**config.mk**
```make
export PLATFORM = sky130hd
export DESIGN_NAME = word_stream_fetch
export DESIGN_NICKNAME = d
export VERILOG_FILES = /design/src/rtl/word_stream_fetch.sv
export SDC_FILE = /design/constraint.sdc
export NUM_CORES = 1
export LEC_CHECK = 0
export CORE_MARGIN = 1.5
export CORE_UTILIZATION = 51
export DETAILED_ROUTE_END_ITERATION = 10
export GPL_ROUTABILITY_DRIVEN = 0
export PLACE_DENSITY = 0.79
export SYNTH_ARGS = -nofsm -noshare
export SYNTH_HDL_FRONTEND = slang
export SYNTH_SLANG_ARGS = --single-unit
```
**constraint.sdc**
```tcl
create_clock -name clk -period 3.7 [get_ports clk]
set_clock_uncertainty 0.2 [all_clocks]
set_input_delay 0.555 -clock clk [delete_from_list [all_inputs] [get_ports clk]]
set_output_delay 0.555 -clock clk [all_outputs]
set_load 0.02 [all_outputs]
```
**src/rtl/word_stream_fetch.sv**
```systemverilog
// rtl/word_stream_fetch.sv - fetches a run of BRAM words onto a valid/ready stream
//
// Reads num_words consecutive 32-bit words from a synchronous BRAM, starting at
// base_addr and wrapping modulo 2**ADDR_W. The words are presented in address
// order on dout. A 2-entry buffer hides the BRAM's 1-cycle read latency, so the
// block sustains one word per cycle under no backpressure.
//
// Build option: define WORD_STREAM_HALF_SWAP_EN to exchange the 16-bit halves of
// every word on its way into the buffer.
//
// Ports:
//   clk, rst                  clock, synchronous active-high reset
//   start                     command pulse, honoured only in IDLE
//   base_addr, num_words      run description, latched on an accepted start
//   bram_en, bram_addr        BRAM read port request
//   bram_rdata                BRAM read data, valid 1 cycle after bram_en
//   dout, dout_valid          stream word and its valid flag
//   dout_ready                the consumer takes dout this cycle
//   dout_last                 dout is the final word of the run
//   busy                      a run is in progress
//   done                      one-cycle pulse when a run completes
module word_stream_fetch #(
    parameter int ADDR_W = 6,
    parameter int LEN_W  = 7
) (
    input  logic              clk,
    input  logic              rst,
    input  logic              start,
    input  logic [ADDR_W-1:0] base_addr,
    input  logic [LEN_W-1:0]  num_words,
    output logic              bram_en,
    output logic [ADDR_W-1:0] bram_addr,
    input  logic [31:0]       bram_rdata,
    output logic [31:0]       dout,
    output logic              dout_valid,
    input  logic              dout_ready,
    output logic              dout_last,
    output logic              busy,
    output logic              done
);

    typedef enum logic [1:0] {
        S_IDLE  = 2'd0,
        S_FETCH = 2'd1,
        S_DRAIN = 2'd2
    } state_t;

    state_t state;
    state_t state_nx;

    logic [ADDR_W-1:0] cur_addr;
    logic [LEN_W-1:0]  len;
    logic [LEN_W-1:0]  issued;
    logic [LEN_W-1:0]  accepted;

    // A read issued last cycle; its data is on bram_rdata this cycle.
    logic              inflight;
    logic              inflight_last;

    logic [31:0]       buf_data [2];
    logic [1:0]        buf_last;
    logic              rd_ptr;
    logic              wr_ptr;
    logic [1:0]        count;

    logic              push;
    logic              pop;
    logic              rd_en;
    logic              last_issue;
    logic              run_end;
    logic              done_set;
    logic [2:0]        occ_after;
    logic [31:0]       push_data;

`ifdef WORD_STREAM_HALF_SWAP_EN
    assign push_data = {bram_rdata[15:0], bram_rdata[31:16]};
`else
    assign push_data = bram_rdata;
`endif

    assign push       = inflight;
    assign dout_valid = (count != 2'd0);
    assign pop        = dout_valid & dout_ready;
    assign last_issue = (issued == len - LEN_W'(1));
    // The run ends on the acceptance count, not on the issue count.
    assign run_end    = pop && (accepted == len - LEN_W'(1));

    // Buffered words plus the in-flight read, after this cycle's pop. A new read
    // is allowed only while this stays below the buffer depth, so data returning
    // from the BRAM always has a free slot.
    assign occ_after  = {1'b0, count} + {2'b00, inflight} - {2'b00, pop};

    assign dout       = dout_valid ? buf_data[rd_ptr] : 32'd0;
    assign dout_last  = dout_valid & buf_last[rd_ptr];
    assign bram_addr  = cur_addr;

    // State register
    always_ff @(posedge clk) begin
        if (rst) begin
            state <= S_IDLE;
        end else begin
            state <= state_nx;
        end
    end

    // Next-state logic
    always_comb begin
        state_nx = state;
        case (state)
            S_IDLE: begin
                if (start && (num_words != '0)) begin
                    state_nx = S_FETCH;
                end
            end
            S_FETCH: begin
                if (rd_en && last_issue) begin
                    state_nx = S_DRAIN;
                end
            end
            S_DRAIN: begin
                if (run_end) begin
                    state_nx = S_IDLE;
                end
            end
            default: state_nx = S_IDLE;
        endcase
    end

    // Output logic
    always_comb begin
        rd_en    = 1'b0;
        bram_en  = 1'b0;
        busy     = 1'b0;
        done_set = 1'b0;
        case (state)
            S_IDLE: begin
                // A zero-length run completes immediately without any reads.
                done_set = start && (num_words == '0);
            end
            S_FETCH: begin
                busy    = 1'b1;
                rd_en   = (issued != len) && (occ_after < 3'd2);
                bram_en = rd_en;
            end
            S_DRAIN: begin
                busy     = 1'b1;
                done_set = run_end;
            end
            default: begin
                busy = 1'b0;
            end
        endcase
    end

    // Run bookkeeping and buffer control
    always_ff @(posedge clk) begin
        if (rst) begin
            cur_addr      <= '0;
            len           <= '0;
            issued        <= '0;
            accepted      <= '0;
            inflight      <= 1'b0;
            inflight_last <= 1'b0;
            buf_last      <= 2'b00;
            rd_ptr        <= 1'b0;
            wr_ptr        <= 1'b0;
            count         <= 2'd0;
            done          <= 1'b0;
        end else begin
            done          <= done_set;
            inflight      <= rd_en;
            inflight_last <= rd_en && last_issue;

            if (state == S_IDLE && start) begin
                cur_addr <= base_addr;
                len      <= num_words;
                issued   <= '0;
                accepted <= '0;
            end else begin
                if (rd_en) begin
                    // Natural overflow gives the modulo 2**ADDR_W wrap.
                    cur_addr <= cur_addr + ADDR_W'(1);
                    issued   <= issued + LEN_W'(1);
                end
                if (pop) begin
                    accepted <= accepted + LEN_W'(1);
                end
            end

            if (push) begin
                buf_last[wr_ptr] <= inflight_last;
                wr_ptr           <= ~wr_ptr;
            end
            if (pop) begin
                rd_ptr <= ~rd_ptr;
            end

            case ({push, pop})
                2'b10:   count <= count + 2'd1;
                2'b01:   count <= count - 2'd1;
                default: count <= count;
            endcase
        end
    end

    // Buffer storage needs no reset: dout is gated by dout_valid.
    always_ff @(posedge clk) begin
        if (push) begin
            buf_data[wr_ptr] <= push_data;
        end
    end

endmodule

```
==> key figures <==
Synth
  – Top post-synthesis cells by area: edfxtp_1 42%, dfxtp_1 17%, mux2i_1 8.3%
  – FF+latch count, synth: 103
  – Compound-Gate Fraction of Synth Area: 0.0641
  – Adder-cell area share of the yosys netlist: 0.0234
  – Sequential share of the synthesized area: 0.587
  – Simple-gate share of the synthesized area: 0.143
  – Cell Area, Synth: 4600 µm²
  – Largest family of logic cells by synthesized area: simple AND/OR/NAND/NOR gates
  – Share of the synthesized area in the top cell type: 0.418
  – Synth unique cells: 45
  – Xor/xnor share of the synthesized area: 0.0682
  – Syn avg cell area: 11.6 µm²
  – Cells after synthesis: 396
  – Ys async rst share: 0
  – Syn. warnings: 0
  – Post-synth EDFFs: 64
  – Main synth FF type: edfxtp_1
  – Top cell type by total area after synthesis: edfxtp_1
  – Mux cell area share after synthesis: 0.0826
  – Syn_nets: 453

Floorplan
  – Chip height: 98.0 µm
  – Core area: 8720 µm²
  – Row cnt: 34
  – Starting Density: 0.528
  – Die area: 9600 µm²
  – Die width: 98.0 µm
  – I/O pins: 92

Placed design
  – Dpl cells: 581
  – HPWL Detailed: 6600 µm
  – Dpl ws: 0.0989 ns
  – IO buf count: 91

Power
  – Switching Fraction: 0.289
  – Clock Power Share: 0.264
  – Logic pwr share: 0.237
  – PD cells: 458 nW/µm²
  – Internal: 0.00189 W
  – Sequential power share: 0.500
  – Peak VDD IR: 0.000247 V
  – Switch Pwr: 0.000770 W
  – Pleak: 1.97 nW

Global routing
  – Largest net degree at the start of global routing: 35
  – Initial antenna violation count: 0
  – Vias in the first global route: 3,302
  – Overflow after GRT: 0
  – Global Route Usage Sum: 0.203
  – Global-route wire length before repair: 15,600 µm

Setup path
  – Startpoint Class: input pin
  – Worst-path maximum fanout: 3
  – WS Path Type: in -> out
  – Critical Path AT: 2.47 ns
  – Crit path capture type: output pin
  – Register-to-register setup slack: 0.76 ns
  – Critical Path RT: 2.94 ns

CTS
  – Number of CTS-inserted buffers: 9
  – CTS Buffer Depth: 2
  – CTS tree: yes
  – Clk root buf: clkbuf_8
  – Skew-Pair Late Insertion Delay: 0.36 ns
  – Clk slew on worst S/H paths: 0.09 ns
  – Post-CTS Hold Buffers: 0
  – Sink Count: 103
  – H-tree Lvls: 3

Drt
  – Routed wire length: 9360 µm
  – First drt pass iteration count: 4
  – Vias: 3,239
  – Mean routed wirelength per cell: 15.7 µm
  – Antenna-violating nets left: 0
  – Via/cell ratio: 5.43
  – Drt initial violations: 163
  – DRC: 0

Final layout
  – Area grow syn2layout: 26.1%
  – Commonest non-fill, non-tap cells in the layout: 90 x clkdlybuf4s50_1, 64 x nor2_1, 64 x edfxtp_1
  – Nets: 541
  – Fraction of layout cells with a size suffix above 1: 0.0716
  – Post-Layout Cell Count: 597
  – Most common cell after layout, fill and taps aside: clkdlybuf4s50_1
  – Diode count: 0
  – Layout fillers: 677

STA
  – Slew Limit Fails: 0
  – Setup_tns: 0 ns
  – Slew HR: 0.561
  – Final cycle utilization of the critical path: 0.871
  – Slew @ Worst Pin: 0.657 ns
  – Fin. Hold Viols: 0
  – RSZ-0062 raised after global routing: no
  – Final WS setup: 0.476 ns
  – Min cycle time layout: 3.22 ns
  – Final setup fails: 0
  – Max Clk Rate: 310 MHz

Hold path
  – Min-delay worst type: reg -> reg

Status
  – Status: complete, no violations

Job
  – Max cap viols: 0
==> path summary, 6_finish.rpt <==
path / startpoint / endpoint / cells after the start
max: dout_ready / bram_en / 8
min: wr_ptr / wr_ptr / 2
max reg2reg: count[1] / state[0] / 11
min reg2reg: wr_ptr / wr_ptr / 2
==> power by group through the flow <==
| stage | Combinational [W] | Sequential [W] | Clock [W] |
|---|---|---|---|
| after floorplan | 0.000387 | 0.00134 | 0 |
| after global placement | 0.000616 | 0.00135 | 0 |
| after detailed placement | 0.000629 | 0.00135 | 0 |
| after CTS | 0.000634 | 0.00133 | 0.000718 |
| after global routing | 0.000684 | 0.00134 | 0.000756 |
| final | 0.000631 | 0.00133 | 0.000701 |
==> cell usage after synthesis (6+ instances only) <==
master and count:
xor2_1 18, clkbuf_1 11, dfxtp_1 39, nand2b_1 7
xnor2_1 16, a21oi_1 17, ha_1 7, nand2_1 25
edfxtp_1 64, inv_1 10, o21ai_0 6, nor2_1 65
nand4_1 6, nand3_1 6, mux2i_1 38
==> critical path: stages <==
cell and delay [ns]:
clkdlybuf4s50_1 0.50, nand2b_1 0.09, nor2_1 0.16, o21ai_0 0.14
fa_1 0.39, xnor2_1 0.15, o2111a_2 0.25, dlymetal6s2s_1 0.24
==> cells by family after synthesis <==
group	Yosys count
buffers and inverters	33
xor gates and xnor gates	35
adders and majority gates	8
AOI/OAI and AO/OA	43
DFF	103
muxes	38
and+or+nand+nor	136
==> repair_timing <==
action,4_1_cts,5_1_grt
setup endpoints to repair,0,1
gates resized for setup,0,1
endpoints found under the hold margin,0,0
buffers inserted,0,0
==> per-stage QoR <==
step                       util  instance area (µm²)  total power, W  hold WS (ns)
after floorplan               -                 4600         0.00173         0.253
after global placement    0.643                 5610         0.00197         0.262
after detailed placement  0.643                 5610         0.00198         0.278
after CTS                 0.666                 5800         0.00268         0.295
after global routing      0.666                 5810         0.00278         0.315
final                     0.666                 5810         0.00266         0.291
==> cell type report <==
type,instances,area (µm²),area share
flip-flops and latches,103,2700,0.466
clock inverters,6,68.8,0.0119
inverters,11,41.3,0.00711
well taps,108,135,0.0233
multi-input cells,260,1760,0.303
clock buffers,10,128,0.0220
repair buffers,99,973,0.168
==> registers in the layout, indices dropped and copies added, names as in the netlist, 2 cells and up, named ones only <==
name	cells
len	7
issued	7
count	2
buf_last	2
buf_data	64
accepted	7
state	2
bram_addr	6
==> layer usage <==
metal | up-vias | share of wire | track usage
met3 | 15 | 0.060 | 0.0358
met4 | 0 | 0.019 | 0.0747
met2 | 117 | 0.49 | 0.351
li1 | 1563 | - | -
met1 | 1544 | 0.43 | 0.255
met5 | - | 0 | 0
Power figures use the tool's default switching activity.
